### config.mk
export PLATFORM = sky130hd
export DESIGN_NAME = hex_scan_driver
export DESIGN_NICKNAME = d
export VERILOG_FILES = /design/src/rtl/display_pkg.sv /design/src/rtl/scan_tick_gen.sv /design/src/rtl/hex_scan_driver.sv
export SDC_FILE = /design/constraint.sdc
export NUM_CORES = 1
export LEC_CHECK = 0
export CAP_MARGIN = 20
export CORE_MARGIN = 5
export CORE_UTILIZATION = 39
export CTS_CLUSTER_DIAMETER = 200
export DETAILED_ROUTE_END_ITERATION = 10
export DONT_BUFFER_PORTS = 1
export PLACE_DENSITY = 0.53
export SYNTH_ARGS = -nofsm -noshare
export SYNTH_HDL_FRONTEND = slang
export SYNTH_HIERARCHICAL = 1
export SYNTH_SLANG_ARGS = --single-unit
### constraint.sdc
create_clock -name clk -period 3.4 [get_ports clk]
set_clock_uncertainty 0.05 [all_clocks]
set_input_delay 0.34 -clock clk [delete_from_list [all_inputs] [get_ports clk]]
set_output_delay 0.34 -clock clk [all_outputs]
set_load 0.05 [all_outputs]
### src/rtl/display_pkg.sv
// display_pkg: digit width, default scan geometry and index sizing shared by the display blocks
package display_pkg;
    localparam int DIGIT_W        = 4;
    localparam int NUM_DIGITS_DEF = 4;
    localparam int SCAN_DIV_DEF   = 50000;
    function automatic int idx_w(input int n);
        return n > 1 ? $clog2(n) : 1;
    endfunction
endpackage

### src/rtl/scan_tick_gen.sv
// scan_tick_gen: free-running 0..DIV-1 prescaler with a one-cycle tick on the last count
module scan_tick_gen
    import display_pkg::*;
#(
    parameter int DIV = SCAN_DIV_DEF
) (
    input  logic clk,
    input  logic rst,
    input  logic en,
    output logic tick
);
    localparam int CW = $clog2(DIV);
    logic [CW-1:0] cnt_q, cnt_d;
    assign tick = en && cnt_q == CW'(DIV - 1);
    always_comb cnt_d = !en ? cnt_q : tick ? '0 : cnt_q + 1'b1;
    always_ff @(posedge clk) cnt_q <= rst ? '0 : cnt_d;
endmodule

### src/rtl/hex_scan_driver.sv
// hex_scan_driver: time-multiplexed hex digit scanner with frame-synchronous value update and leading-zero blanking
module hex_scan_driver
    import display_pkg::*;
#(
    parameter int NUM_DIGITS = NUM_DIGITS_DEF,
    parameter int SCAN_DIV   = SCAN_DIV_DEF
) (
    input  logic                          clk,
    input  logic                          rst,
    input  logic [DIGIT_W*NUM_DIGITS-1:0] value,
    input  logic                          value_valid,
    output logic                          value_ready,
    input  logic                          blank_lz,
    input  logic                          enable,
    output logic [DIGIT_W-1:0]            nibble,
    output logic [NUM_DIGITS-1:0]         digit_en_n
);
    localparam int IW = idx_w(NUM_DIGITS);
    localparam int VW = DIGIT_W * NUM_DIGITS;
    logic [IW-1:0]         idx_q, idx_d;
    logic [VW-1:0]         disp_q, disp_d, pend_q, pend_d;
    logic                  pend_full_q, pend_full_d;
    logic [DIGIT_W-1:0]    nibble_q, nibble_d, dig;
    logic [NUM_DIGITS-1:0] en_n_q, en_n_d;
    logic                  tick, wrap, accept, commit, nz, dark;
    scan_tick_gen #(.DIV(SCAN_DIV)) u_tick (
        .clk  (clk),
        .rst  (rst),
        .en   (enable),
        .tick (tick)
    );
    assign value_ready = !pend_full_q && !rst;
    assign accept      = value_valid && value_ready;
    assign wrap        = tick && idx_q == IW'(NUM_DIGITS - 1);
    assign commit      = pend_full_q && (wrap || !enable);
    assign nibble      = nibble_q;
    assign digit_en_n  = en_n_q;
    // Outputs are registered from next-state so they change together with the index and display.
    always_comb begin
        idx_d       = tick ? (wrap ? '0 : idx_q + 1'b1) : idx_q;
        disp_d      = commit ? pend_q : disp_q;
        pend_d      = accept ? value : pend_q;
        pend_full_d = accept || (pend_full_q && !commit);
        nz          = 1'b0;
        for (int j = 0; j < NUM_DIGITS; j++)
            if (j >= int'(idx_d) && disp_d[DIGIT_W*j +: DIGIT_W] != '0) nz = 1'b1;
        dig         = disp_d[DIGIT_W*int'(idx_d) +: DIGIT_W];
        dark        = !enable || (blank_lz && idx_d != '0 && !nz);
        nibble_d    = dark ? '0 : dig;
        en_n_d      = dark ? '1 : ~(NUM_DIGITS'(1) << idx_d);
    end
    always_ff @(posedge clk) begin
        if (rst) begin
            idx_q       <= '0;
            disp_q      <= '0;
            pend_q      <= '0;
            pend_full_q <= 1'b0;
            nibble_q    <= '0;
            en_n_q      <= '1;
        end else begin
            idx_q       <= idx_d;
            disp_q      <= disp_d;
            pend_q      <= pend_d;
            pend_full_q <= pend_full_d;
            nibble_q    <= nibble_d;
            en_n_q      <= en_n_d;
        end
    end
endmodule

---- Word level (Yosys, flattened, before mapping) ----
Index checks and enable logic that the tools add are counted.
W data, S select, Z words.
operators by class
  bitwise logic cells ..................... 1
  mux-type cells .......................... 8
  shift-type cells ........................ 2
  reductions and logical operators ........ 25
  $add $sub $neg .......................... 2
  $lt $le $gt $ge ......................... 3
  equality and inequality tests ........... 2
operators with widths
  operator                 number
  $mux W16                 2
  $add A16 B1 Y16 const B  1
  $eq A16 B16 Y1 const B   1
  $reduce_bool A4 Y1       4
  $shiftx A16 B5 Y4        1
  $logic_and A1 B1 Y1      11
  $logic_not A1 Y1         5
  $ge A1 B2 Y1 const A     2
  $mux W1                  4
  $mux W2                  2
  $not A4 Y4               1
  $shl A1 B2 Y4 const A    1
  $logic_or A1 B1 Y1       3
  $add A2 B1 Y2 const B    1
  $eq A2 B2 Y1 const B     1
  $ge A2 B2 Y1 const A     1
  $reduce_bool A2 Y1       1
  $reduce_or A2 Y1         1
word-level totals
  word-level logic and storage cells ...... 50
  bits in registers ....................... 59
  output and inout bits ................... 9
  input port bits ......................... 21

---- Logic depth before layout (Yosys ltp) ----
Gate-level depths: netlist (run 1).
  depth after elaboration ................. 16
  mapped depth ............................ 10
  gate-level depth less buffers ........... 8

---- Modules after synthesis ----
Netlist (run 1), hierarchy kept.
by module, submodules not included
  module           cells each  area each (µm²)  times used
  hex_scan_driver  221         2006.9           1
  scan_tick_gen    87          844.6            1

---- Worst setup path before layout (run 1) ----
OpenSTA, ideal clock, no wires.
  path kind ............................... register to register
  start ................................... reg u_tick.cnt_q[0]
  end ..................................... reg en_n_q[1] (netlist: digit_en_n[1])
  setup slack ............................. 1.229 ns
  library setup time ...................... 0.116 ns
  cell stages (with the launch flop) ...... 11
  arrival ................................. 2.006 ns
  clock period less this slack ............ 2.171 ns
  cells stage by stage .................... dfxtp_1 ha_1 and4_1 nand4_2 inv_1 buf_6 a21bo_4 buf_2 nand2_1 a211o_1 a31o_1
on the way
  word-level cells in the longest chain between the ends .. 16
RTL lines
  item                                                                   RTL line               RTL
  start, declared                                                        scan_tick_gen.sv:13    logic [CW-1:0] cnt_q, cnt_d;
  start signal, assigned                                                 scan_tick_gen.sv:16    always_ff @(posedge clk) cnt_q <= rst ? '0 : cnt_d;
  $eq A16 B16 Y1 *                                                       scan_tick_gen.sv:14    assign tick = en && cnt_q == CW'(DIV - 1);
  $logic_and A1 B1 Y1 *                                                  scan_tick_gen.sv:14
  named net tick                                                         hex_scan_driver.sv:25  logic tick, wrap, accept, commit, nz, dark;
  parallel branches: the longest is 14 deep, another holds $ge A1 B2 Y1  -
  end signal, assigned                                                   hex_scan_driver.sv:66  en_n_q <= en_n_d;
  end, declared                                                          hex_scan_driver.sv:24  logic [NUM_DIGITS-1:0] en_n_q, en_n_d;
Mark *: on every way through the listed nets, which the timed path passes.
A chain may end at the register's enable or synchronous reset.

---- Worst setup path in the final report (run 1) ----
Same ends and word-level chain as after synthesis.

==> results of run 1 <==
## worst paths after layout
kind	startpoint	end	slack (ns)	cells past startpoint
max	u_tick/cnt_q[0]	digit_en_n[1]	0.82	8
min	rst	idx_q[0]	0.03	1
max reg2reg	u_tick/cnt_q[0]	digit_en_n[1]	0.82	8
min reg2reg	pend_q[3]	pend_q[3]	0.42	2
## power breakdown
| group | internal [mW] | switching, mW |
|---|---|---|
| clock | 0.264 | 0.288 |
| sequential | 0.713 | 0.0204 |
| combinational | 0.0385 | 0.0538 |
## cells in the mapped netlist, types with 5 or more instances
cell      instances  area (um^2)
a21boi_1          8         60.1
clkbuf_1          6         22.5
nand3_1           5         25.0
nand2_1          29          109
nand4_1           5         31.3
a21oi_1           5         25.0
inv_1             5         18.8
nor4_1            6         37.5
nand2b_1         22          138
nor2_1           16         60.1
o21ba_1          16          160
dfxtp_1          59         1180
and3_1           17          106
a21boi_2          8         90.1
buf_2             7         35.0
xnor2_1          10         87.6
o21ai_1          32          160
## sequential cells by signal, summed over array words and instances, names as in the netlist
name and count:
idx_q 2, disp_q 16, pend_full_q 1, u_tick/cnt_q 16, digit_en_n 4, nibble 4
pend_q 16
## cells by family after synthesis
kind of cell             after synthesis  share of synthesized area
AND/OR/NAND/NOR                      124                      0.266
AO/OA/AOI/OAI                         86                      0.222
flip-flops                            59                      0.414
buffers and inverters                 22                     0.0426
XOR/XNOR                              14                     0.0430
adder cells (fa/ha/maj)                2                    0.00877
multiplexers                           1                    0.00351
## per-layer routing
layer / up-vias / track usage / part of all wire
met5: - / 0 / 0
met4: 0 / 0.0545 / 0.0096
met3: 6 / 0.0418 / 0.039
met2: 39 / 0.180 / 0.39
met1: 988 / 0.224 / 0.56
li1: 1091 / - / -
## metrics by stage
step	hold WS [ns]	power [mW]
6_report	0.0282	1.38
2_1_floorplan	0.359	0.824
3_5_place_dp	0.366	0.836
3_3_place_gp	0.365	0.836
4_1_cts	0.00617	1.39
5_1_grt	0.00143	1.45
## area by class of cell
class	instances	area, um^2
clock buffer	10	128
clock inverter	6	42.5
fill	721	4090
inverter	5	18.8
multi-input combinational	227	1550
sequential	59	1180
tap	99	124
timing repair buffer	3	42.5
## worst reg2reg max path, cell delays in order, from the launching register on
cell and delay, ns:
dfxtp_1 0.41, ha_1 0.22, and4_1 0.30, nand4_2 0.17, inv_1 0.26, a21bo_4 0.45, nand2_1 0.11, a211o_1 0.30
a31o_1 0.21
==> out/qor.yml, run 1 <==
yosys:
  ys_seq_area_frac: 0.414
  synth_area_um2: 2850
  synth.distinct_cells: 44
  ys_seq_elements: 59
  synth_cells: 308
  synth-main-ff-cell: "dfxtp_1"
  synth_warnings: 6
  ys_async_sr_fraction: 0
  syn-num-nets: 331
  synth-edff-count: 0
  syn_avg_cell_area_um2: 9.26
cells_and_area:
  drive_above_1_share: 0.123
  nNetsFinal: 328
  area_growth_pct: 8.21
  layout_common_cells: "dfxtp_1 (59), o21ai_1 (32), nand2_1 (29), nand2b_1 (22), and3_1 (17)"
  insertedDiodeCount: 0
  final_cells: 409
  design_area_um2: 3090
  final_common_cell: "dfxtp_1"
  final_core_util: 0.430
placed_design:
  portBuffers: 0
  post-place-cells: 392
  place_area_um2: 2890
  post-place-ws_ns: 0.860
  gp_congestion: 0.782
  dp_hpwl_um: 4180
worst_setup_path:
  slowest_delay_ns: 0.45
  crit_family: "compound AO/OA/AOI/OAI gates"
  critPathRequiredTime_ns: 3.58
  cp-end-kind: "flop"
  crit_type: "flop to flop"
  cp_slowest_cell: "a21bo_4"
  path_max_fanout: 37
  worstPathCellList: "ha_1 > and4_1 > nand4_2 > inv_1 > a21bo_4 > nand2_1 > a211o_1 > a31o_1"
  worst-path-buf-inv: 1
  crit_arrival_ns: 2.76
  start_kind: "flop"
global_routing:
  grtUsageTotal: 0.144
  grt-ovfl-total: 0
  antenna_found_initial: 0
  grt_pass1_wl_um: 9980
  grt_max_degree: 42
  grt_pass1_vias: 1935
clocking:
  cts-buffers-inserted: 9
  clk-insertion-delay-late_ns: 0.33
  root_buffer: "clkbuf_8"
  ctsHoldBuffers: 0
  cts_tree: "done"
  post_cts_resized: 0
  htree_levels: 3
  cts.sinks: 59
  path_clk_slew_ns: 0.07
  post-cts-setup-buffers: 0
  cts.path.max_buffers: 2
floorplanning:
  die_w_um: 95.5
  ioPinCount: 30
  core.rowCount: 31
  core_um2: 7180
  dieArea_um2: 9120
  initial_core_util: 0.397
  die_h_um: 95.5
power_and_ir_drop:
  p_leak_nw: 1.26
  ir_worst_vdd_mv: 0.222
  power_density_nw_per_um2: 446
timing:
  fmax_ghz: 0.388
  post-route-period-util: 0.758
  final_hold_viol_count: 0
  max_slew_margin: 0.640
  postLayoutSetupSlackWorst_ns: 0.822
  finalSetupViolCount: 0
  grt_setup_unrepaired: "no"
  min_period_ns: 2.58
  finalMaxSlewViolations: 0
  fin_setup_tns_ns: 0
  worst_pin_slew_ns: 0.539
route:
  via_per_inst: 5.19
  wirelength_um: 6040
  vias: 2124
  ant_nets: 0
  drc_errors: 0
  dr.pass1.iters: 4
  wl_per_cell_um: 14.8
  drt_iter0_drc: 104
worst_hold_path:
  hold_class: "primary input to flop"
status:
  status: "finished, final reports clean"
flow_run:
  drv_cap: 0
Power figures use the tool's default switching activity.
==> run 2: changes to the inputs <==
Clock period 3.4 ns to 2.45 ns, I/O delays scaled along.
==> run 2 against run 1 <==
Effect of this change:
- sequential share of layout area is 3.7 points lower
- via count is 6.1% higher
- worst hold slack worse by 0.0031 ns
- die area stayed put
- final area is 11% higher
- critical path depth is 1 higher
- clock-buffer cell count stayed put
- power is 55% higher
- register-to-register slack worse by 0.65 ns
- wire length is 8.8% higher
- global-route usage is 1.1 points higher
- first-iteration DRC count is 46% higher
- critical path type unchanged
- largest cell class unchanged
==> out/qor.yml, run 2 (same netlist as run 1, synthesis figures left out) <==
status:
  status: "finished, final reports clean"  # unchanged
clocking:
  cts-buffers-inserted: 9  # unchanged
  htree_levels: 3  # unchanged
  path_clk_slew_ns: 0.07  # about the same
  cts_tree: "done"  # unchanged
  root_buffer: "clkbuf_8"  # unchanged
  clk-insertion-delay-late_ns: 0.33  # about the same
  post-cts-setup-buffers: 0  # unchanged
  cts.path.max_buffers: 2  # unchanged
  cts.sinks: 59  # unchanged
worst_setup_path:
  cp-end-kind: "flop"  # unchanged
  path_max_fanout: 6  # was 37
  crit_type: "flop to flop"  # unchanged
  critPathRequiredTime_ns: 2.62  # was 3.58 ns
  crit_arrival_ns: 2.45  # was 2.76 ns
  start_kind: "flop"  # unchanged
global_routing:
  antenna_found_initial: 0  # unchanged
  grt_pass1_wl_um: 10800  # was 9980 um
  grt_pass1_vias: 2143  # was 1935
  grtUsageTotal: 0.155  # was 0.144
  grt-ovfl-total: 0  # unchanged
  grt_max_degree: 38  # was 42
placed_design:
  post-place-cells: 405  # was 392
  dp_hpwl_um: 4430  # was 4180 um
  post-place-ws_ns: -0.0367  # was 0.860 ns
  gp_congestion: 0.853  # was 0.782
  portBuffers: 0  # unchanged
timing:
  finalSetupViolCount: 0  # unchanged
  final_hold_viol_count: 0  # unchanged
  hold-worst-slack_ns: 0.0250  # was 0.0282 ns
  worst_pin_slew_ns: 0.505  # was 0.539 ns
  max_slew_margin: 0.663  # was 0.640
  postLayoutSetupSlackWorst_ns: 0.175  # was 0.822 ns
  post-route-period-util: 0.928  # was 0.758
  finalMaxSlewViolations: 0  # unchanged
  min_period_ns: 2.27  # was 2.58 ns
  grt_setup_unrepaired: "no"  # unchanged
  fmax_ghz: 0.440  # was 0.388 GHz
power_and_ir_drop:
  p_leak_nw: 1.43  # was 1.26 nW
  power_density_nw_per_um2: 626  # was 446 nW/um^2
  ir_worst_vdd_mv: 0.357  # was 0.222 mV
route:
  wirelength_um: 6580  # was 6040 um
  route.met2.wl_um: 2680  # was 2360 um
  via_per_inst: 5.15  # was 5.19
  ant_nets: 0  # unchanged
  drt_iter0_drc: 152  # was 104
  wl_per_cell_um: 15.0  # was 14.8 um
  highest_layer: "met4"  # unchanged
  drt-met1-wl_um: 3590  # was 3390 um
  drc_errors: 0  # unchanged
  vias: 2254  # was 2124
  dr.pass1.iters: 4  # unchanged
  met3_length_um: 228  # was 236 um
cells_and_area:
  nNetsFinal: 358  # was 328
  regArea_um2: 1180  # unchanged
  final_core_util: 0.477  # was 0.430
  drive_above_1_share: 0.162  # was 0.123
  final_cells: 438  # was 409
  fill_cells: 700  # was 721
  layout_common_cells: "dfxtp_1 (59), o21ai_1 (32), nand2_1 (29), nand2b_1 (22)"  # was dfxtp_1 (59), o21ai_1 (32), nand2_1 (29), nand2b_1 (22), and3_1 (17)
  multi_input_area_um2: 1590  # was 1550 um^2
  top_regs: "disp_q: 16 flops, pend_q: 16 flops, u_tick/cnt_q: 16 flops"  # unchanged
  final_common_cell: "dfxtp_1"  # unchanged
  area_growth_pct: 19.9  # was 8.21%
  insertedDiodeCount: 0  # unchanged
worst_hold_path:
  hold_class: "primary input to flop"  # unchanged
floorplanning:
  ioPinCount: 30  # unchanged
  die_h_um: 95.5  # unchanged
  core.rowCount: 31  # unchanged
  core_um2: 7180  # unchanged
  initial_core_util: 0.397  # unchanged
  die_w_um: 95.5  # unchanged
  dieArea_um2: 9120  # unchanged
flow_run:
  drv_cap: 0  # unchanged
-- run 2: changes by cell type in the layout (fill, tap and decap cells not counted), moves of 2 or more --
cell           previous run  this run
bufinv_16                 0         2
clkinv_4                  2         0
o22ai_2                   0         2
buf_4                     2        14
o22ai_1                   4         1
dlygate4sd3_1             0        17
-- run 2: per-layer routing --
| layer | global-route usage | vias up |
|---|---|---|
| met5 | 0 | - |
| met4 | 0.0604 | 0 |
| met3 | 0.0324 | 8 |
| met2 | 0.208 | 46 |
| met1 | 0.237 | 1047 |
| li1 | - | 1153 |
-- run 2: path summary, 6_finish.rpt --
| kind | to | slack, ns | depth (start not counted) | startpoint |
|---|---|---|---|---|
| max | digit_en_n[1] | 0.18 | 9 | u_tick/cnt_q[0] |
| min | u_tick/cnt_q[1] | 0.03 | 2 | enable |
| max reg2reg | digit_en_n[1] | 0.18 | 9 | u_tick/cnt_q[0] |
| min reg2reg | pend_q[3] | 0.42 | 2 | pend_q[3] |
-- run 2: critical path, stage by stage (launching register included) --
cell	delay, ns
dfxtp_1	0.41
ha_1	0.21
and4_1	0.29
nand4_2	0.14
inv_2	0.12
buf_4	0.16
nand2b_1	0.16
o22ai_2	0.14
a211o_1	0.29
a31o_1	0.21
-- run 2: metrics by stage --
step / power, mW / setup TNS [ns] / cell area (um^2)
after floorplan: 1.14 / 0 / 2850
after global placement: 1.17 / -0.0109 / 3000
after detailed placement: 1.17 / -0.0521 / 3000
after CTS: 2.17 / 0 / 3390
after global routing: 2.23 / 0 / 3420
final: 2.14 / 0 / 3420
-- run 2: area by class of cell --
class                      instances  share of cell area
multi-input combinational        228               0.464
inverter                           5             0.00549
clock inverter                     5              0.0227
clock buffer                      10              0.0402
tap                               99              0.0362
sequential                        59               0.345
timing repair buffer              32              0.0864
-- run 2: power by group --
part	internal [mW]	total [mW]	switching, mW
registers	0.990	1.02	0.0312
clock network	0.591	0.969	0.378
logic	0.0742	0.150	0.0759
total	1.66	2.14	0.485
-- run 2: repair_timing --
item                       in CTS  in global routing
hold endpoints to repair       21                  0
pin swaps                       0                  0
cloned                          0                  1
hold buffers                   17                  0
resized for setup               1                  4
setup endpoints to repair       3                  6
==> run 3: changes to the inputs <==
Settings changed: CORE_UTILIZATION 39 to 55, PLACE_DENSITY 0.53 to 0.7.
==> run 3 against run 2 <==
Effect of this change:
- die area decreased by 26%
- global-route usage increased by 4.8 points
- non-clock buffer count decreased by 5
- largest power group unchanged
- highest routed layer unchanged
==> out/qor.yml, run 3 (same netlist as run 1, synthesis figures left out) <==
clocking:
  path_clk_slew_ns: 0.06  # was 0.07 ns
  htree_levels: 3  # unchanged
  cts-buffers-inserted: 9  # unchanged
  cts.path.max_buffers: 2  # unchanged
  clk-insertion-delay-late_ns: 0.33  # about the same
  cts.sinks: 59  # unchanged
  root_buffer: "clkbuf_8"  # unchanged
  cts_tree: "done"  # unchanged
  post-cts-setup-buffers: 0  # unchanged
worst_hold_path:
  hold_class: "primary input to flop"  # unchanged
  hp-start: "value[8]"  # was enable
  hold_end: "pend_q[8]"  # was u_tick/cnt_q[1]
  min_path_cells: 2  # unchanged
global_routing:
  use_met2: 0.367  # was 0.208
  antenna_found_initial: 0  # unchanged
  grt_pass1_wl_um: 10200  # was 10800 um
  met1_usage: 0.217  # was 0.237
  met3_usage: 0.0669  # was 0.0324
  grt_max_degree: 39  # was 38
  grt_pass1_vias: 2243  # was 2143
  top_usage_layer: "met2"  # was met1
  grtUsageTotal: 0.202  # was 0.155
  grt-ovfl-total: 0  # unchanged
worst_setup_path:
  critPathRequiredTime_ns: 2.65  # was 2.62 ns
  ff2ff_path_depth: 9  # unchanged
  start_kind: "flop"  # unchanged
  crit_type: "flop to flop"  # unchanged
  r2r_start: "u_tick/cnt_q[0]"  # unchanged
  rrSetupSlack_ns: 0.16  # was 0.18 ns
  path_max_fanout: 7  # was 6
  crit_arrival_ns: 2.49  # was 2.45 ns
  cp-end-kind: "flop"  # unchanged
  reg2reg_to: "nibble[3]"  # was digit_en_n[1]
cells_and_area:
  top_regs: "disp_q: 16 flops, pend_q: 16 flops, u_tick/cnt_q: 16 flops"  # unchanged
  area_growth_pct: 17.6  # was 19.9%
  design_area_um2: 3350  # was 3420 um^2
  final_common_cell: "dfxtp_1"  # unchanged
  layout_common_cells: "dfxtp_1 (59), o21ai_1 (32), nand2_1 (29), nand2b_1 (21), and3_1 (17)"  # was dfxtp_1 (59), o21ai_1 (32), nand2_1 (29), nand2b_1 (22)
  nNetsFinal: 353  # was 358
  drive_above_1_share: 0.161  # was 0.162
  fill_cells: 432  # was 700
  insertedDiodeCount: 0  # unchanged
timing:
  finalSetupViolCount: 0  # unchanged
  post-route-period-util: 0.935  # was 0.928
  min_period_ns: 2.29  # was 2.27 ns
  max_slew_margin: 0.659  # was 0.663
  fmax_ghz: 0.437  # was 0.440 GHz
  fin_setup_tns_ns: 0  # unchanged
  finalMaxSlewViolations: 0  # unchanged
  hold-worst-slack_ns: 0.00697  # was 0.0250 ns
  worst_pin_slew_ns: 0.510  # was 0.505 ns
  final_hold_viol_count: 0  # unchanged
route:
  via_per_inst: 5.62  # was 5.15
  vias: 2278  # was 2254
  ant_nets: 0  # unchanged
  drt_iter0_drc: 189  # was 152
  dr.pass1.iters: 4  # unchanged
  wirelength_um: 6230  # was 6580 um
  drc_errors: 0  # unchanged
  wl_per_cell_um: 15.4  # was 15.0 um
floorplanning:
  die_w_um: 82.0  # was 95.5 um
  dieArea_um2: 6720  # was 9120 um^2
  core_um2: 5070  # was 7180 um^2
  initial_core_util: 0.562  # was 0.397
  die_h_um: 82.0  # was 95.5 um
  core.rowCount: 26  # was 31
  ioPinCount: 30  # unchanged
power_and_ir_drop:
  ir_worst_vdd_mv: 0.443  # was 0.357 mV
  power_density_nw_per_um2: 640  # was 626 nW/um^2
  p_leak_nw: 1.42  # was 1.43 nW
placed_design:
  portBuffers: 0  # unchanged
  dp_hpwl_um: 4190  # was 4430 um
  gp_congestion: 0.782  # was 0.853
  place_area_um2: 2930  # was 3000 um^2
status:
  status: "finished, final reports clean"  # unchanged
flow_run:
  drv_cap: 0  # unchanged
-- run 3: cell types whose count changed in the layout (fill, tap and decap cells not counted), sizes merged --
cell         before  now
buf              15   12
clkbuf           10   11
clkinvlp          1    0
clkinv            2    3
dlygate4sd3      17   15
-- run 3: routing by layer --
layer | up-vias | share of wire
met3 | 11 | 0.036
li1 | 1142 | -
met5 | - | 0
met1 | 1087 | 0.42
met2 | 38 | 0.53
met4 | 0 | 0.015
-- run 3: cell type report --
cell class | count | area (um^2) | area share
Timing Repair Buffer | 27 | 240 | 0.0716
Clock inverter | 5 | 75.1 | 0.0224
Clock buffer | 11 | 151 | 0.0451
Tap cell | 70 | 87.6 | 0.0261
Sequential cell | 59 | 1180 | 0.352
Inverter | 5 | 18.8 | 0.00559
Multi-Input combinational cell | 228 | 1600 | 0.477
-- run 3: worst max-delay path by stage --
stage / to / from / slack, ns / depth (start not counted)
floorplan: digit_en_n[1] / u_tick/cnt_q[0] / 0.28 / 10
global placement: nibble[0] / u_tick/cnt_q[0] / 0.05 / 9
detailed placement: nibble[0] / u_tick/cnt_q[0] / 0.05 / 9
CTS: nibble[0] / u_tick/cnt_q[0] / 0.03 / 9
global route: nibble[0] / u_tick/cnt_q[0] / -0.01 / 9
finish: nibble[3] / u_tick/cnt_q[0] / 0.16 / 9
-- run 3: critical path: stages (launching register included) --
cell and delay [ns]:
dfxtp_1 0.41, ha_1 0.22, and4_1 0.27, nand4_2 0.12, inv_1 0.17, buf_4 0.18, nand2_1 0.10, o22ai_2 0.30
o21ai_1 0.15, a41oi_1 0.23
-- run 3: repair_timing --
action / 4_1_cts / 5_1_grt
endpoints found under the setup margin: 0 / 6
gates resized for setup: 0 / 7
hold buffers: 15 / 0
endpoints found under the hold margin: 20 / 0
-- run 3: power breakdown --
part / switching [mW] / internal (mW)
clock network: 0.363 / 0.622
logic: 0.0785 / 0.0672
registers: 0.0267 / 0.990
total: 0.468 / 1.68
-- run 3: stage by stage --
| step | setup slack [ns] | total power, mW | cells | utilization |
|---|---|---|---|---|
| after floorplan | 0.279 | 1.14 | 308 | - |
| after global placement | 0.0540 | 1.16 | 373 | 0.577 |
| after detailed placement | 0.0548 | 1.16 | 373 | 0.577 |
| after CTS | 0.0339 | 2.17 | 404 | 0.651 |
| after global routing | -0.0141 | 2.24 | 405 | 0.661 |
| final | 0.159 | 2.15 | 405 | 0.661 |
